## src/rtl/rdft_frame_sequencer.sv

```systemverilog
// rdft_frame_sequencer: frame controller and twiddle scheduler for a recursive-DFT bin datapath.
// Optional RDFT_TW_RESYNC_EN: reload the twiddle to exact unity whenever frame_cnt wraps, cancelling drift.
module rdft_frame_sequencer #(
    parameter int W        = 32,
    parameter int N        = 53,
    parameter int FRAC     = 20,
    parameter int LAT      = 3,
    parameter int COS_STEP = 1041216,
    parameter int SIN_STEP = 124019,
    parameter int NBINS    = 53
) (
    input  logic                       clk,
    input  logic                       rst,
    input  logic                       run,
    input  logic                       in_valid,
    output logic                       in_ready,
    input  logic [W-1:0]               in_data,
    input  logic [W-1:0]               in_data_j,
    output logic                       dp_clr,
    output logic                       dp_en,
    output logic [W-1:0]               dp_in,
    output logic [W-1:0]               dp_in_j,
    input  logic [W-1:0]               dp_out,
    input  logic [W-1:0]               dp_out_j,
    output logic [W-1:0]               tw_cos,
    output logic [W-1:0]               tw_sin,
    output logic                       out_valid,
    input  logic                       out_ready,
    output logic [W-1:0]               out_data,
    output logic [W-1:0]               out_data_j,
    output logic [$clog2(NBINS)-1:0]   frame_cnt,
    output logic                       busy
);
    localparam int CMAX = (N > LAT + 1) ? N : LAT + 1;
    localparam int CW   = $clog2(CMAX + 1);
    localparam int FW   = $clog2(NBINS);
    localparam int W2   = 2 * W;
    localparam logic signed [W-1:0] L_COS = W'(COS_STEP);
    localparam logic signed [W-1:0] L_SIN = W'(SIN_STEP);
    localparam logic signed [W-1:0] L_ONE = W'(1) << FRAC;

    typedef enum logic [2:0] {S_IDLE, S_CLEAR, S_RUN, S_FLUSH, S_HOLD, S_ROTATE} state_t;

    state_t                r_state, w_next;
    logic [CW-1:0]         r_cnt;
    logic                  r_dp_en;
    logic [W-1:0]          r_dp_in, r_dp_in_j, r_out_data, r_out_data_j;
    logic signed [W-1:0]   r_tw_cos, r_tw_sin;
    logic [FW-1:0]         r_frame_cnt;
    logic                  w_accept, w_last, w_capture, w_wrap;
    logic signed [W2-1:0]  w_re, w_im;
    logic signed [W-1:0]   w_cos_n, w_sin_n;

    assign w_accept  = in_valid && in_ready;
    assign w_last    = w_accept && r_cnt == CW'(N - 1);
    assign w_capture = r_state == S_FLUSH && r_cnt == CW'(LAT);
    assign w_wrap    = r_frame_cnt == FW'(NBINS - 1);

    // Rotation uses pre-update values; floor shift then wrap to W bits
    assign w_re = W2'(r_tw_cos) * W2'(L_COS) - W2'(r_tw_sin) * W2'(L_SIN);
    assign w_im = W2'(r_tw_sin) * W2'(L_COS) + W2'(r_tw_cos) * W2'(L_SIN);
`ifdef RDFT_TW_RESYNC_EN
    assign w_cos_n = w_wrap ? L_ONE : W'(w_re >>> FRAC);
    assign w_sin_n = w_wrap ? '0 : W'(w_im >>> FRAC);
`else
    assign w_cos_n = W'(w_re >>> FRAC);
    assign w_sin_n = W'(w_im >>> FRAC);
`endif

    assign dp_en      = r_dp_en;
    assign dp_in      = r_dp_in;
    assign dp_in_j    = r_dp_in_j;
    assign tw_cos     = r_tw_cos;
    assign tw_sin     = r_tw_sin;
    assign out_valid  = r_state == S_HOLD;
    assign out_data   = r_out_data;
    assign out_data_j = r_out_data_j;
    assign frame_cnt  = r_frame_cnt;
    assign busy       = r_state != S_IDLE;

    // State register
    always_ff @(posedge clk or posedge rst) begin
        if (rst) r_state <= S_IDLE;
        else     r_state <= w_next;
    end

    // Next-state and handshake/clear strobes
    always_comb begin
        w_next   = r_state;
        in_ready = 1'b0;
        dp_clr   = 1'b0;
        case (r_state)
            S_IDLE:   w_next = run ? S_CLEAR : S_IDLE;
            S_CLEAR:  begin dp_clr = 1'b1; w_next = S_RUN; end
            S_RUN:    begin in_ready = 1'b1; w_next = w_last ? S_FLUSH : S_RUN; end
            S_FLUSH:  w_next = w_capture ? S_HOLD : S_FLUSH;
            S_HOLD:   w_next = out_ready ? S_ROTATE : S_HOLD;
            S_ROTATE: w_next = run ? S_CLEAR : S_IDLE;
            default:  w_next = S_IDLE;
        endcase
    end

    // Shared counter: accepted samples in RUN, then cycles since the final dp_en in FLUSH
    always_ff @(posedge clk or posedge rst) begin
        if (rst)                              r_cnt <= '0;
        else if (r_state == S_CLEAR || w_last) r_cnt <= '0;
        else if (w_accept || r_state == S_FLUSH) r_cnt <= r_cnt + 1'b1;
    end

    // Sample register toward the datapath and result capture
    always_ff @(posedge clk or posedge rst) begin
        if (rst) begin
            r_dp_en      <= 1'b0;
            r_dp_in      <= '0;
            r_dp_in_j    <= '0;
            r_out_data   <= '0;
            r_out_data_j <= '0;
        end else begin
            r_dp_en <= w_accept;
            if (w_accept) begin
                r_dp_in   <= in_data;
                r_dp_in_j <= in_data_j;
            end
            if (w_capture) begin
                r_out_data   <= dp_out;
                r_out_data_j <= dp_out_j;
            end
        end
    end

    // Twiddle rotation and frame index advance once per frame
    always_ff @(posedge clk or posedge rst) begin
        if (rst) begin
            r_tw_cos    <= L_ONE;
            r_tw_sin    <= '0;
            r_frame_cnt <= '0;
        end else if (r_state == S_ROTATE) begin
            r_tw_cos    <= w_cos_n;
            r_tw_sin    <= w_sin_n;
            r_frame_cnt <= w_wrap ? '0 : r_frame_cnt + 1'b1;
        end
    end
endmodule

```

## config.mk

```make
export PLATFORM = sky130hd
export DESIGN_NAME = rdft_frame_sequencer
export DESIGN_NICKNAME = d
export VERILOG_FILES = /design/src/rtl/rdft_frame_sequencer.sv
export SDC_FILE = /design/constraint.sdc
export NUM_CORES = 2
export LEC_CHECK = 0
export CORE_MARGIN = 2
export CORE_UTILIZATION = 25
export DETAILED_ROUTE_END_ITERATION = 16
export GPL_TIMING_DRIVEN = 0
export PLACE_DENSITY = 0.43
export SLEW_MARGIN = 10
export SYNTH_ARGS = -nofsm -noshare
export SYNTH_HDL_FRONTEND = slang
export SYNTH_SLANG_ARGS = --single-unit
```

## constraint.sdc

```tcl
create_clock -name clk -period 14.8 [get_ports clk]
set_clock_uncertainty 0.05 [all_clocks]
set_input_delay 2.96 -clock clk [delete_from_list [all_inputs] [get_ports clk]]
set_output_delay 2.96 -clock clk [all_outputs]
set_load 0.05 [all_outputs]
```

==> impl_metrics.ini <==
[grt]
grt_busiest_layer = met2
grt_pass1_wl_um = 232000
grt_util_met1_pct = 19.5
antenna_found_initial = 8
grt_util_all_layers_pct = 15.3
grt-ovfl-total = 0
grt_use_met2_pct = 26.4
grt_start_max_net_pins = 101
grtUsageMet3_pct = 2.70
grt_pass1_vias = 36565

[flow_run]
drv_cap = 0

[place]
dpl_worst_slack_ps = 2030
gp_congestion = 0.860
port_buffers = 335
dpl-instance-area_sq_um = 56600
dp_hpwl_um = 132000

[clocking]
cts_buffers = 29
cts_tree = built
cts_resized = 0
cts_htree_levels = 1
clock_latency_ps = 630
postCtsSetupRepairBufs = 0
cts_buffer_depth = 3
clk_pin_slew_worst_paths_ps = 60
root_buffer = clkbuf_16
cts_sinks = 208
hold_buffers = 0

[worst_setup_path]
cp_common_cell = fa_1
cp.arrival_ps = 13100
start_kind = flop
slowest_stage = dfrtp_1
crit_path_end_kind = flop
max_stage_delay_ps = 900
path_max_fanout = 13
required_ps = 15230
path_class = flop to flop

[synthesis]
synth_edf_count = 0
yosys.area.top_type_share_pct = 42.1
synth_async_sr_flop_share_pct = 100
synth_top_area_cell = fa_1
yosysSeqAreaShare_pct = 10.5
synthCells = 4790
yosysWarnings = 0
yosys.cell_types.count = 81
synth_area_leaders = fa_1, ha_1, inv_1, dfrtp_1, mux2_2
syn_avg_cell_area_sq_um = 10.4
synth_seq_cells = 208
synth_nets = 6725
synth_ff_type = dfrtp_1
synth_area_sq_um = 49800

[pwr]
sequentialPowerShare_pct = 33.9
p_leak_uw = 0.0294
swShare_pct = 36.2
irDropWorstVdd_mv = 0.123
combPwrFrac_pct = 30.3
p_per_area_nw_per_um2 = 36.4
power.internal_uw = 1340
pwr-share-clk_pct = 35.8
switchingPower_uw = 759

[cells_and_area]
seqCellArea_sq_um = 5210
final_cell_area_sq_um = 57600
fin_util_pct = 29.1
area_growth_syn_to_layout_pct = 15.6
nFillCells = 20811
multi_input_area_sq_um = 38600
drive_above_1_share_pct = 4.17
final_nets = 7095

[timing]
rsz0062_at_grt = no
period_share_pct = 85.6
max_freq_ghz = 0.0790
finalSetupTns_ps = 0
finalHoldViolations = 0
slew_violations = 0
tightestPinTransition_ps = 1220
fin_crit_ps = 12660
layout_setup_ws_ps = 2140
relSlewSlack_pct = 18.8
setup_viol = 0

[detailed_routing]
ant_nets = 0
vias = 32555
viasPerCell = 4.16
post_drt_wl_per_cell_um = 19.4
wl_um = 152000
drc = 0
drtIter0Drc = 1298
drtPass1Iterations = 5

[floorplan]
pin_count = 336
die_area_sq_um = 203000
die_y_um = 450
fp.dieW_um = 450
coreArea_sq_um = 198000
fp-row-count = 163
start_util_pct = 25.2

[hold_path]
hold_path_class = flop to flop

[run_status]
outcome = completed
[worst max-delay path: cells and delay by family (launching register included)]
| kind | cells | cell delay [ps] |
|---|---|---|
| flip-flops | 1 | 900 |
| XOR/XNOR | 2 | 730 |
| AND/OR/NAND/NOR | 3 | 610 |
| buffers and inverters | 5 | 640 |
| AO/OA/AOI/OAI | 14 | 3850 |
| adder cells (fa/ha/maj) | 12 | 5720 |
[cell usage in the layout (no fill, tap or decap), types with 68 or more instances in the layout]
master,synthesis,routed
inv_1,1544,1543
fa_1,1047,1047
ha_1,755,755
clkdlybuf4s50_1,0,335
dfrtp_1,207,205
nand2_1,141,141
mux2_2,129,129
a21oi_1,127,127
o21ai_0,120,120
xnor2_1,109,109
a21o_1,91,91
xor2_1,79,79
nor2_1,69,68
[cells in the mapped netlist, types with 7 or more instances]
master and count:
a211oi_1 12, a21o_1 91, a21oi_1 127, a31oi_1 12, and2_1 14, and3_1 11
clkbuf_1 41, dfrtp_1 207, fa_1 1047, ha_1 755, inv_1 1544, mux2_2 129
mux2i_1 12, nand2_1 141, nand2b_1 17, nand3_1 27, nand4_1 20, nor2_1 69
nor2b_1 13, nor3_1 15, nor4_1 9, o211ai_1 12, o21a_1 14, o21ai_0 120
o21ai_1 16, o21bai_1 15, o31ai_1 7, or3_1 11, xnor2_1 109, xor2_1 79
[power by group through the flow]
| stage | registers, uW | logic [uW] | clock network, uW |
|---|---|---|---|
| finish | 711 | 635 | 751 |
| global route | 723 | 664 | 798 |
| CTS | 712 | 641 | 783 |
| detailed placement | 718 | 638 | 0 |
| global placement | 717 | 640 | 0 |
| floorplan | 988 | 113 | 0 |
[layout make-up]
type,count,area share (%)
Antenna cell,4,0.0174
Buffer,46,0.317
Clock buffer,39,1.40
Clock inverter,15,0.346
Inverter,1544,10.1
Multi-Input combinational cell,2992,67.1
Sequential cell,208,9.06
Tap cell,2640,5.74
Timing Repair Buffer,339,5.99
[path summary, 6_finish.rpt]
path / to / cells after the start / from / slack, ps
worst max register to register: tw_sin[24] / 36 / tw_sin[4] / 2140
max in group asynchronous: tw_cos[1] / 4 / rst / 10740
worst min register to register: out_data_j[25] / 1 / out_data_j[25] / 450
min in group asynchronous: dp_in[29] / 2 / rst / 2650
worst min-delay path: out_data_j[25] / 1 / out_data_j[25] / 450
worst max-delay path: tw_sin[24] / 36 / tw_sin[4] / 2140
[flip-flops by register name, indices dropped and copies added (netlist names)]
name,count
r_state,3
dp_in,32
tw_sin,32
frame_cnt,6
dp_in_j,32
out_data_j,32
r_cnt,6
tw_cos,32
out_data,32
dp_en,1
[logic make-up (layout without fill, tap and decap cells)]
group	count (synthesis)	after routing	synth area share, %
XOR/XNOR	189	189	3.35
AO/OA/AOI/OAI	492	492	6.40
flip-flops	208	208	10.5
multiplexers	142	142	3.19
adder cells (fa/ha/maj)	1803	1803	61.1
other	0	4	0
buffers and inverters	1590	1983	12.0
AND/OR/NAND/NOR	366	366	3.49
[per-layer routing]
metal	share of wire [%]	wire, um	vias to the layer above
met5	0.0099	15	-
met3	4.8	7320	117
li1	-	-	15193
met2	49	74100	635
met1	43	65400	16608
met4	3.2	4810	2
[metrics by stage]
step           power, uW  std cells  hold WS (ps)
2_1_floorplan       1100       4790           459
3_3_place_gp        1360       7765           439
3_5_place_dp        1360       7769           445
4_1_cts             2140       7823           457
5_1_grt             2180       7824           466
6_report            2100       7827           451
No activity file was read; power rests on OpenSTA's default activity.
